==> src/rtl/mc_ctrl.sv <==
// mc_ctrl: multi-cycle MIPS control unit (IF/ID/EX/MEM/WB) driving per-state
// datapath controls, with ready handshakes to instruction/data memory and a
// handshake timeout that raises a one-cycle bus_err and retries the request.
// Optional build macro: MC_CTRL_ILLEGAL_TRAP_EN. When it is defined, an
// undefined opcode or funct parks the FSM in TRAP until reset. When it is not
// defined, an undefined instruction is treated as a NOP.
// Handshake: a request (imem_req/dmem_req) is held high in its state until the
// matching ready is seen in the same cycle; ready outside IF/MEM is ignored.
module mc_ctrl #(
    parameter int ALU_CTR_W = 3,
    parameter int WAIT_MAX  = 15
) (
    input  logic                 clk,
    input  logic                 rst_n,
    input  logic [31:0]          instr,
    input  logic                 alu_zero,
    input  logic                 imem_ready,
    input  logic                 dmem_ready,
    output logic                 imem_req,
    output logic                 dmem_req,
    output logic                 mem_write,
    output logic                 ir_write,
    output logic                 pc_write,
    output logic [1:0]           npc_sel,
    output logic                 reg_write,
    output logic [1:0]           reg_dst,
    output logic                 alu_src,
    output logic [1:0]           ext_op,
    output logic [1:0]           mem_to_reg,
    output logic [ALU_CTR_W-1:0] alu_ctr,
    output logic                 bus_err,
    output logic [2:0]           state
);

    localparam int CNT_W = $clog2(WAIT_MAX + 1);
    localparam logic [ALU_CTR_W-1:0] ALU_ADDU = ALU_CTR_W'(0);
    localparam logic [ALU_CTR_W-1:0] ALU_SUBU = ALU_CTR_W'(1);
    localparam logic [ALU_CTR_W-1:0] ALU_OR   = ALU_CTR_W'(2);

    typedef enum logic [2:0] {
        S_IF   = 3'd0,
        S_ID   = 3'd1,
        S_EX   = 3'd2,
        S_MEM  = 3'd3,
        S_WB   = 3'd4,
        S_TRAP = 3'd5
    } state_t;

    state_t           state_q, state_d;
    logic [CNT_W-1:0] wait_cnt;
    logic             wait_hit, timeout;

    // Instruction decode (only meaningful from ID onward).
    logic [5:0] op, funct;
    logic       is_r, is_addu, is_subu, is_jr, is_ori, is_lui;
    logic       is_lw, is_sw, is_beq, is_j, is_jal, is_legal;
    logic       unused_instr;

    assign op           = instr[31:26];
    assign funct        = instr[5:0];
    assign unused_instr = ^instr[25:6];
    assign is_r     = (op == 6'b000000);
    assign is_addu  = is_r && (funct == 6'b100001);
    assign is_subu  = is_r && (funct == 6'b100011);
    assign is_jr    = is_r && (funct == 6'b001000);
    assign is_ori   = (op == 6'b001101);
    assign is_lui   = (op == 6'b001111);
    assign is_lw    = (op == 6'b100011);
    assign is_sw    = (op == 6'b101011);
    assign is_beq   = (op == 6'b000100);
    assign is_j     = (op == 6'b000010);
    assign is_jal   = (op == 6'b000011);
    assign is_legal = is_addu | is_subu | is_jr | is_ori | is_lui |
                      is_lw | is_sw | is_beq | is_j | is_jal;

    // A wait cycle is an IF/MEM cycle without its ready; the last allowed one times out.
    assign wait_hit = ((state_q == S_IF)  && !imem_ready) ||
                      ((state_q == S_MEM) && !dmem_ready);
    assign timeout  = wait_hit && (wait_cnt == CNT_W'(WAIT_MAX - 1));
    assign state    = state_q;

    // State register, asynchronously returned to IF on reset.
    always_ff @(posedge clk or negedge rst_n) begin
        if (!rst_n) state_q <= S_IF;
        else        state_q <= state_d;
    end

    // Wait counter: counts consecutive wait cycles, clears on ready, state change or timeout.
    always_ff @(posedge clk or negedge rst_n) begin
        if (!rst_n)                    wait_cnt <= '0;
        else if (wait_hit && !timeout) wait_cnt <= wait_cnt + 1'b1;
        else                           wait_cnt <= '0;
    end

    // Next state and per-state datapath controls; everything is held at 0 in reset.
    always_comb begin
        state_d    = state_q;
        imem_req   = 1'b0;
        dmem_req   = 1'b0;
        mem_write  = 1'b0;
        ir_write   = 1'b0;
        pc_write   = 1'b0;
        npc_sel    = 2'd0;
        reg_write  = 1'b0;
        reg_dst    = 2'd0;
        alu_src    = 1'b0;
        ext_op     = 2'd0;
        mem_to_reg = 2'd0;
        alu_ctr    = ALU_ADDU;
        bus_err    = 1'b0;
        if (rst_n) begin
            bus_err = timeout;
            // ALU/extender selects are held through EX, MEM and WB so the datapath stays stable.
            if (state_q == S_EX || state_q == S_MEM || state_q == S_WB) begin
                if (is_subu) alu_ctr = ALU_SUBU;
                if (is_ori) begin
                    alu_src = 1'b1; ext_op = 2'd0; alu_ctr = ALU_OR;
                end
                if (is_lui) begin
                    alu_src = 1'b1; ext_op = 2'd2; alu_ctr = ALU_OR;
                end
                if (is_lw || is_sw) begin
                    alu_src = 1'b1; ext_op = 2'd1; alu_ctr = ALU_ADDU;
                end
                if (is_beq) begin
                    ext_op = 2'd1; alu_ctr = ALU_SUBU;
                end
            end
            case (state_q)
                S_IF: begin
                    imem_req = 1'b1;
                    if (imem_ready) begin
                        ir_write = 1'b1;
                        pc_write = 1'b1;
                        state_d  = S_ID;
                    end
                end
                S_ID: begin
                    if (is_j || is_jal) begin
                        pc_write = 1'b1;
                        npc_sel  = 2'd2;
                        state_d  = S_IF;
                        if (is_jal) begin
                            reg_write  = 1'b1;
                            reg_dst    = 2'd2;
                            mem_to_reg = 2'd2;
                        end
                    end else if (is_jr) begin
                        pc_write = 1'b1;
                        npc_sel  = 2'd3;
                        state_d  = S_IF;
                    end else if (is_legal) begin
                        state_d = S_EX;
                    end else begin
`ifdef MC_CTRL_ILLEGAL_TRAP_EN
                        state_d = S_TRAP;
`else
                        state_d = S_IF;
`endif
                    end
                end
                S_EX: begin
                    if (is_beq) begin
                        npc_sel  = 2'd1;
                        pc_write = alu_zero;
                        state_d  = S_IF;
                    end else if (is_lw || is_sw) begin
                        state_d = S_MEM;
                    end else begin
                        state_d = S_WB;
                    end
                end
                S_MEM: begin
                    dmem_req  = 1'b1;
                    mem_write = is_sw;
                    if (dmem_ready) state_d = is_lw ? S_WB : S_IF;
                end
                S_WB: begin
                    reg_write  = 1'b1;
                    reg_dst    = is_r  ? 2'd1 : 2'd0;
                    mem_to_reg = is_lw ? 2'd1 : 2'd0;
                    state_d    = S_IF;
                end
`ifdef MC_CTRL_ILLEGAL_TRAP_EN
                S_TRAP: state_d = S_TRAP;
`endif
                default: state_d = S_IF;
            endcase
        end
    end

endmodule

==> config.mk <==
export PLATFORM = sky130hd
export DESIGN_NAME = mc_ctrl
export DESIGN_NICKNAME = d
export VERILOG_FILES = /design/src/rtl/mc_ctrl.sv
export SDC_FILE = /design/constraint.sdc
export NUM_CORES = 1
export LEC_CHECK = 0
export CORE_MARGIN = 2
export CORE_UTILIZATION = 36
export DETAILED_ROUTE_END_ITERATION = 8
export GPL_TIMING_DRIVEN = 1
export PLACE_DENSITY = 0.94
export SLEW_MARGIN = 20
export SYNTH_ARGS = -nofsm -noshare
export SYNTH_HDL_FRONTEND = slang
export SYNTH_SLANG_ARGS = --single-unit
==> constraint.sdc <==
create_clock -name clk -period 4.1 [get_ports clk]
set_clock_uncertainty 0.1 [all_clocks]
set_input_delay 1.025 -clock clk [delete_from_list [all_inputs] [get_ports clk]]
set_output_delay 1.025 -clock clk [all_outputs]
set_load 0.01 [all_outputs]
==> results.toml, run 1 <==
[power]
power_switching_share = 0.403
seq_power_share = 0.337
cellInternalPower_w = 0.000194
p_per_area_mw_per_mm2 = 252
clkPwrFrac = 0.194
peakVddDrop_uv = 225
power.static_leakage_nw = 0.539
total_switching_power_w = 0.000131
combinational_power_share = 0.469

[floorplanning]
num_io_pins = 59
vert_die_dim_um = 50.4
core_area_sq_mm = 0.00200
num_rows = 16
start_util = 0.387
floorplan.die_area_sq_mm = 0.00254
die_x_um = 50.4

[finish]
final_core_util = 0.644
ff_latch_area_sq_um = 175
layout.nets = 189
insertedDiodeCount = 0
num-fill-cells = 163
postLayoutCellArea_sq_mm = 0.00129
synthToLayoutAreaGrowth_pct = 66.6
final_layout_size_suffix_gt1_frac = 0.215
multi_input_comb_area_sq_um = 569

[sta]
final_max_slew_viol_count = 0
finalSetupViolations = 0
timing_limited_maximum_frequency_mhz = 248
finalHoldViolations = 0
finalCriticalPeriod_ps = 4040
final_min_period_over_clock_period = 0.984
whs_ps = 391

[clocking]
clock_tree.buffer_depth = 2
worst_skew_pair.late_latency_ps = 250
cts_root_buffer = "clkbuf_4"
cts_sinks = 7
cts_tree = "yes"
post_cts_hold_buffer_count = 0
clk_pin_slew_ps = 50
cts-buffers-inserted = 3
htreeDepth = 1

[synth]
yosys.area.top_type = "dfrtp_1"
netlist_top_cells_area = "dfrtp_1, nor2_1, nand2_1"
netlist_area_sq_um = 774
ys.warnings.count = 0
yosysTopAreaCellShare = 0.226
postSynthAreaPerCell_sq_um = 7.59
synth_flop_cell = "dfrtp_1"
synth_edf_count = 0
seq_area_frac_synth = 0.226
synth_fp_nets = 141
ys_types = 40
synth-async-reset-ratio = 1.00
yosys_register_bits = 7
post_synth_inst_count = 102

[route]
drcViolationCount = 0
detail_route.iter0.violations = 30
vias = 950
wl_um = 2510
viasPerCell = 5.40
detail-route-antenna-nets = 0
routedWlPerCell_um = 14.3
drt-pass1-iter-count = 4

[global_route]
grtUsageTotal = 0.204
first_global_vias = 906
grt_pass1_wl_um = 4000
grt_remaining_overflow = 0
initial_antenna_violation_count = 0
grt_start_max_net_pins = 13

[placed_design]
detailed_place.area_sq_mm = 0.00121
dp_hpwl_um = 1900
buffers_on_ports = 37
weighted_congestion_at_the_end_of_routability_driven_global_placement = 0.874

[worst_setup_path]
critical_path.endpoint_type = "output port"
crit_fanout = 6
critical_path.cell_chain = "clkdlybuf4s50_1 -> buf_4 -> and3b_1 -> nand2_1 -> a21oi_2 -> and3_1 -> clkdlybuf4s50_1"
cp.arrival_ps = 2910
critical-path-max-stage-delay_ps = 540
setup.worst_path.start_class = "input pin"
slowest_stage = "clkdlybuf4s50_1"
worstSetupPathType = "in2out"
cp_data_required_time_ps = 2970
worst-r2r-cell-count = 5
path_common_cell = "clkdlybuf4s50_1"

[flow_run]
cap_violations = 0

[run_status]
outcome = "complete, no violations"

[min_path]
worst_hold_path_type = "reg2reg"
worstHoldPathCells = 1
==> state kept, by name (all words and copies together) (netlist names) <==
register,cells
state,3
wait_cnt,4
==> routing by layer <==
layer,part of all wire,track usage
met5,0,0
met4,0.0092,0.0676
met3,0.087,0.0238
met2,0.54,0.404
met1,0.36,0.220
==> metrics by stage <==
| stage | setup WS, ps | total power, W | setup TNS [ps] | instances |
|---|---|---|---|---|
| 6_report | 64.6 | 0.000325 | 0 | 176 |
| 5_1_grt | -5.75 | 0.000352 | -5.75 | 176 |
| 4_1_cts | 13.3 | 0.000326 | 0 | 175 |
| 3_5_place_dp | -111 | 0.000257 | -208 | 170 |
| 3_3_place_gp | -54.3 | 0.000248 | -97.5 | 170 |
| 2_1_floorplan | 917 | 0.000189 | 0 | 102 |
==> power groups by stage <==
stage          Combinational (W)  Sequential [W]   Clock, W
3_3_place_gp            0.000139        0.000109          0
4_1_cts                 0.000150        0.000109  0.0000670
3_5_place_dp            0.000147        0.000110          0
5_1_grt                 0.000168        0.000113  0.0000707
2_1_floorplan          0.0000944       0.0000945          0
6_report                0.000152        0.000110  0.0000630
==> cell families (layout without fill, tap and decap cells) <==
| group | after synthesis | after routing | synth area share |
|---|---|---|---|
| xor gates and xnor gates | 2 | 2 | 0.0226 |
| muxes | 1 | 1 | 0.0145 |
| and+or+nand+nor | 62 | 62 | 0.464 |
| AOI/OAI and AO/OA | 15 | 15 | 0.152 |
| other | 1 | 1 | 0.00484 |
| adders and majority gates | 2 | 2 | 0.0323 |
| buffers and inverters | 12 | 59 | 0.0840 |
| DFF | 7 | 7 | 0.226 |
==> final timing paths <==
| check | startpoint | end | slack (ps) |
|---|---|---|---|
| min in group asynchronous | rst_n | state[2]$_DFFE_PN0P_ | 860 |
| max in group asynchronous | rst_n | state[1]$_DFFE_PN0P_ | 2690 |
| setup / recovery | instr[27] | ext_op[0] | 60 |
| hold reg to reg | wait_cnt[0]$_DFF_PN0_ | wait_cnt[0]$_DFF_PN0_ | 390 |
| hold / removal | wait_cnt[0]$_DFF_PN0_ | wait_cnt[0]$_DFF_PN0_ | 390 |
| setup reg to reg | state[1]$_DFFE_PN0P_ | state[1]$_DFFE_PN0P_ | 2400 |
==> final cells by class <==
| class | instances | area share |
|---|---|---|
| Clock buffer | 4 | 0.0204 |
| Multi-Input combinational cell | 83 | 0.441 |
| Sequential cell | 7 | 0.136 |
| Inverter | 5 | 0.0145 |
| Tap cell | 27 | 0.0262 |
| Timing Repair Buffer | 50 | 0.362 |
==> worst max-delay path, delay by kind of cell <==
family | cells | cell delay [ps]
AND/OR/NAND/NOR | 3 | 480
buffers and inverters | 3 | 1240
AO/OA/AOI/OAI | 1 | 160
==> synth_stat cells (all sizes together) (2+ instances only) <==
master / n
a21oi: 3
and3: 2
inv: 5
nand3: 8
nor3: 7
nand2: 14
o21ai: 2
dfrtp: 7
buf: 7
nand2b: 2
and3b: 2
nor4: 4
nor2b: 3
a31oi: 2
nor2: 16
ha: 2
==> timing repair <==
| item | in CTS | in global routing |
|---|---|---|
| pin swaps | 1 | 1 |
| endpoints found under the setup margin | 3 | 4 |
| buffers inserted | 1 | 1 |
| gates resized for setup | 5 | 7 |
==> layout by cell type (no fill, tap or decap), drive strengths merged, types with 2 or more instances in the layout <==
master,Yosys,layout
dfrtp,7,7
inv,5,5
nor2,16,16
nand2,14,14
buf,7,13
dlygate4sd2,0,3
a31oi,2,2
and3b,2,2
nor2b,3,3
nor3,7,7
o21ai,2,2
and3,2,2
clkdlybuf4s50,0,33
ha,2,2
nor4,4,4
clkbuf,0,4
a21oi,3,3
nand3,8,8
nand2b,2,2
No activity file was read; power rests on OpenSTA's default activity.
==> run 2: changes to the inputs <==
--- a/config.mk
+++ b/config.mk
@@ -8,8 +8,9 @@
 export CORE_MARGIN = 2
 export CORE_UTILIZATION = 36
 export DETAILED_ROUTE_END_ITERATION = 8
-export GPL_TIMING_DRIVEN = 1
+export GPL_TIMING_DRIVEN = 0
 export PLACE_DENSITY = 0.94
+export REMOVE_ABC_BUFFERS = 1
 export SLEW_MARGIN = 20
 export SYNTH_ARGS = -nofsm -noshare
 export SYNTH_HDL_FRONTEND = slang
==> run 2 against run 1 <==
Net effect:
- critical path depth down 1
- sequential share of layout area increased by 0.91 points
- die area unchanged
- largest cell class unchanged
- non-clock buffer count fell by 9
- design area decreased by 6.3%
- sequential power about the same
- worst hold slack got worse by 3.2 ps
- first-iteration DRC count down 37%
- final cell count down 5.1%
- register-to-register slack improved by 40 ps
==> results.toml, run 2 (synthesis results as in run 1) <==
[finish]
final_layout_size_suffix_gt1_frac = 0.129
max_flop_register = "wait_cnt"
layout.nets = 180
final_core_util = 0.604
postLayoutCellArea_sq_mm = 0.00121
mostFrequentLayoutCell = "clkdlybuf4s50_1"
layout_common_cells = "clkdlybuf4s50_1, nor2_1, nand2_1"
insertedDiodeCount = 0
largest_register_ff_count = 4
synthToLayoutAreaGrowth_pct = 56.1

[sta]
final_max_slew_viol_count = 0
finalCriticalPeriod_ps = 4010
grt_setup_unrepaired = "false"
timing_limited_maximum_frequency_mhz = 249
finalHoldViolations = 0
final_min_period_over_clock_period = 0.978
finalSetupViolations = 0
finalWorstSetupSlack_ps = 90.2

[clocking]
cts_tree = "yes"
clk_pin_slew_ps = 50
cts_root_buffer = "clkbuf_4"
worst_skew_pair.late_latency_ps = 250
htreeDepth = 1
clock_tree.buffer_depth = 2
cts_sinks = 7
cts-buffers-inserted = 3

[worst_setup_path]
rrSetupSlack_ps = 2440
setup.worst_path.start_class = "input pin"
rr_startpoint = "state[1]$_DFFE_PN0P_"
cp_data_required_time_ps = 2970
cp.arrival_ps = 2880
slowest_stage = "clkdlybuf4s50_1"
path_common_cell = "clkdlybuf4s50_1"
regToRegEndpoint = "state[1]$_DFFE_PN0P_"
crit_fanout = 3
critical_path.endpoint_type = "output port"
worstSetupPathType = "in2out"
critical_path.cell_chain = "clkdlybuf4s50_1 -> nor4b_4 -> nand3_2 -> a211oi_2 -> a21o_1 -> clkdlybuf4s50_1"
worst-r2r-cell-count = 5
startpoint = "instr[1]"
critical_path.top_delay_family = "buffers and inverters"
crit_buf_inv = 2
critical-path-max-stage-delay_ps = 540

[route]
vias = 900
wl_um = 2140
detail-route-antenna-nets = 0
viasPerCell = 5.39
routedWlPerCell_um = 12.8
detail_route.iter0.violations = 19
drt-pass1-iter-count = 4
drcViolationCount = 0

[floorplanning]
die_x_um = 50.4
floorplan.die_area_sq_mm = 0.00254
start_util = 0.387
vert_die_dim_um = 50.4
num_rows = 16
core_area_sq_mm = 0.00200
num_io_pins = 59

[placed_design]
dp_hpwl_um = 1630
weighted_congestion_at_the_end_of_routability_driven_global_placement = 0.886
buffers_on_ports = 37
detailed_place.area_sq_mm = 0.00113
place_ws_ps = -181

[min_path]
worstHoldStart = "wait_cnt[0]$_DFF_PN0_"
worstHoldPathCells = 1
worst_hold_path_type = "reg2reg"
min_delay_worst_endpoint = "wait_cnt[0]$_DFF_PN0_"

[global_route]
initial_antenna_violation_count = 0
grt_remaining_overflow = 0
grtUsageTotal = 0.177
grt_start_max_net_pins = 14
grt_pass1_wl_um = 3540
first_global_vias = 815

[power]
power.static_leakage_nw = 0.495
total_power_w = 0.000311
peakVddDrop_uv = 236
p_per_area_mw_per_mm2 = 257

[flow_run]
cap_violations = 0

[run_status]
outcome = "complete, no violations"
[run 2: changes by cell type in the layout (fill, tap and decap cells not counted), moves of 2 or more]
| cell | delta |
|---|---|
| buf_4 | -9 |
| clkdlybuf4s50_1 | -4 |
| dlygate4sd2_1 | +3 |
| nor2_1 | +2 |
| nor2_2 | -2 |
[run 2: how the worst max path moves through the flow]
| stage | endpoint | slack (ps) | depth (start not counted) |
|---|---|---|---|
| floorplan | npc_sel[0] | 980 | 5 |
| detailed placement | npc_sel[0] | -180 | 7 |
| global placement | npc_sel[0] | -130 | 7 |
| finish | pc_write | 90 | 6 |
| CTS | npc_sel[0] | 4 | 7 |
| global route | reg_write | 20 | 6 |
[run 2: stage by stage]
stage,hold slack (ps),setup TNS (ps),cells
floorplan,353,0,95
global placement,366,-408,159
detailed placement,384,-626,159
CTS,390,0,165
global route,411,0,167
finish,388,0,167
[run 2: what timing repair did]
item,in CTS,in global routing
cloned,0,0
pin swaps,1,1
hold endpoints to repair,0,0
buffers inserted,2,2
hold buffers,0,0
resized for setup,9,4
endpoints found under the setup margin,8,3
[run 2: layer usage]
metal  track usage  vias to the layer above  share of wire
met5             0                        -              0
met4        0.0766                        0          0.013
met3        0.0268                        4          0.065
met2         0.316                       40           0.49
met1         0.208                      423           0.43
li1              -                      433              -
[run 2: cell type report]
cell class / instances / area (sq um)
Multi-Input combinational cell: 83 / 559
Fill cell: 164 / 793
Timing Repair Buffer: 41 / 395
Clock buffer: 4 / 26.3
Inverter: 5 / 18.8
Tap cell: 27 / 33.8
Sequential cell: 7 / 175
[run 2: report_power, final]
part | switching, W | total [W] | internal (W)
registers | 0.0000274 | 0.000109 | 0.0000819
logic | 0.0000713 | 0.000140 | 0.0000684
clock network | 0.0000247 | 0.0000618 | 0.0000371
total | 0.000123 | 0.000311 | 0.000187
[run 2: worst register-to-register path, stage by stage, from the launching register on]
cell       delay [ps]
dfrtp_1           520
nand2_1           180
a2bb2oi_2         250
nor2_1             90
o31a_1            280
nand2b_1          130
==> run 3: changes to the inputs <==
--- a/config.mk
+++ b/config.mk
@@ -5,11 +5,13 @@
 export SDC_FILE = /design/constraint.sdc
 export NUM_CORES = 1
 export LEC_CHECK = 0
+export CELL_PAD_IN_SITES_DETAIL_PLACEMENT = 0
+export CELL_PAD_IN_SITES_GLOBAL_PLACEMENT = 1
 export CORE_MARGIN = 2
-export CORE_UTILIZATION = 36
+export CORE_UTILIZATION = 23
 export DETAILED_ROUTE_END_ITERATION = 8
 export GPL_TIMING_DRIVEN = 0
-export PLACE_DENSITY = 0.94
+export PLACE_DENSITY = 0.92
 export REMOVE_ABC_BUFFERS = 1
 export SLEW_MARGIN = 20
 export SYNTH_ARGS = -nofsm -noshare
==> constraint.sdc (replaced) <==
create_clock -name clk -period 5.1 [get_ports clk]
set_clock_uncertainty 0.1 [all_clocks]
set_input_delay 1.275 -clock clk [delete_from_list [all_inputs] [get_ports clk]]
set_output_delay 1.275 -clock clk [all_outputs]
set_load 0.01 [all_outputs]
==> run 3 against run 2 <==
Net effect:
- combinational power is 21% lower
- worst hold slack better by 7.5 ps
- wire length up 0.61%
- clock power fell by 15%
- sequential share of layout area increased by 0.31 points
- register-to-register slack improved by 960 ps
- power shrank 19%
- largest cell class unchanged
==> results.toml, run 3 (synthesis results as in run 1) <==
[route]
detail_route.iter0.violations = 22
drcViolationCount = 0
detail-route-antenna-nets = 0
vias = 861
drt-pass1-iter-count = 4
routedWlPerCell_um = 11.8
viasPerCell = 4.73
wl_um = 2150

[global_route]
grt_pass1_wl_um = 3540
grt_start_max_net_pins = 14
grtUsageTotal = 0.124
grt_remaining_overflow = 0
initial_antenna_violation_count = 0
first_global_vias = 799

[worst_setup_path]
cp.arrival_ps = 3410
worst-r2r-cell-count = 5
rr_startpoint = "state[1]$_DFFE_PN0P_"
crit_fanout = 13
worstSetupPathType = "in2out"
cp_data_required_time_ps = 3720
setup.worst_path.start_class = "input pin"
rrSetupSlack_ps = 3400
critical_path.endpoint_type = "output port"
regToRegEndpoint = "state[1]$_DFFE_PN0P_"

[placed_design]
buffers_on_ports = 37
place_ws_ps = 293
dp_hpwl_um = 1750
post_placement_cell_count = 178
weighted_congestion_at_the_end_of_routability_driven_global_placement = 0.828

[floorplanning]
floorplan.die_area_sq_mm = 0.00385
vert_die_dim_um = 62.0
die_x_um = 62.0
core_area_sq_mm = 0.00328
num_rows = 21
num_io_pins = 59
start_util = 0.236

[min_path]
worst_hold_path_type = "reg2reg"
worstHoldStart = "wait_cnt[0]$_DFF_PN0_"
worstHoldPathCells = 1
min_delay_worst_endpoint = "wait_cnt[0]$_DFF_PN0_"

[finish]
mostFrequentLayoutCell = "clkdlybuf4s50_1"
final_layout_size_suffix_gt1_frac = 0.0956
layout.nets = 176
layout_common_cells = "clkdlybuf4s50_1, nor2_1, nand2_1"
final_core_util = 0.360
num-fill-cells = 351
synthToLayoutAreaGrowth_pct = 52.8
layout.cells.non_filler = 182
max_flop_register = "wait_cnt"
largest_register_ff_count = 4
insertedDiodeCount = 0

[clocking]
cts_root_buffer = "clkbuf_4"
post_cts_hold_buffer_count = 0
cts_sinks = 7
setup_buffers_after_cts = 0
cts_resized = 0
clock_tree.buffer_depth = 2
htreeDepth = 1
worst_skew_pair.late_latency_ps = 260
clk_pin_slew_ps = 50
cts-buffers-inserted = 3
cts_tree = "yes"

[flow_run]
cap_violations = 0

[sta]
final_max_slew_viol_count = 0
grt_setup_unrepaired = "false"
final_min_period_over_clock_period = 0.938
finalWorstSetupSlack_ps = 315
finalHoldViolations = 0
fin_setup_tns_ps = 0
finalSetupViolations = 0
whs_ps = 396
timing_limited_maximum_frequency_mhz = 209
finalCriticalPeriod_ps = 4780

[run_status]
outcome = "complete, no violations"

[power]
p_per_area_mw_per_mm2 = 213
power.static_leakage_nw = 0.444
peakVddDrop_uv = 65.3
run 3: cell count changes in the layout (fill, tap and decap cells not counted), sizes merged:
cell and delta:
clkdlybuf4s50 +8, dlygate4sd2 -6, buf -4, clkinv +1, clkbuf -1, clkdlybuf4s15 -1
dlymetal6s2s -1
run 3: worst max-delay path, stage by stage:
cell and delay, ps:
clkdlybuf4s50_1 770, nand2b_1 300, nor2_1 330, nand2_1 90, nor2_1 100, clkdlybuf4s50_1 550
run 3: worst max-delay path by stage:
stage / from / end / slack [ps] / depth (start not counted)
2_1_floorplan: instr[1] / npc_sel[0] / 1480 / 5
3_3_place_gp: rst_n / mem_write / 330 / 6
3_5_place_dp: rst_n / mem_write / 290 / 6
4_1_cts: rst_n / mem_write / 280 / 6
5_1_grt: rst_n / mem_write / 90 / 6
6_report: rst_n / mem_write / 320 / 6
run 3: final cells by class:
cell class                      instances  area [sq um]  share of cell area
Timing Repair Buffer                   37           370               0.313
Clock buffer                            3          22.5              0.0190
Tap cell                               46          57.6              0.0486
Sequential cell                         7           175               0.148
Inverter                                5          18.8              0.0159
Multi-Input combinational cell         83           534               0.451
Clock inverter                          1          5.00             0.00423
run 3: layer usage:
| metal | GRT usage | share of wire | up-vias |
|---|---|---|---|
| met5 | 0 | 0 | - |
| met4 | 0.0729 | 0.020 | 0 |
| met3 | 0.0166 | 0.046 | 4 |
| met2 | 0.199 | 0.47 | 28 |
| met1 | 0.159 | 0.46 | 404 |
| li1 | - | - | 425 |
run 3: power breakdown:
part / internal, W / switching, W / leakage, nW
combinational: 0.0000560 / 0.0000552 / 0.332
clock: 0.0000288 / 0.0000236 / 0.0177
sequential: 0.0000657 / 0.0000226 / 0.0945
run 3: through the flow:
| step | power (W) | instance area [sq um] |
|---|---|---|
| floorplan | 0.000144 | 728 |
| global placement | 0.000195 | 1160 |
| detailed placement | 0.000201 | 1160 |
| CTS | 0.000256 | 1180 |
| global route | 0.000273 | 1180 |
| finish | 0.000252 | 1180 |
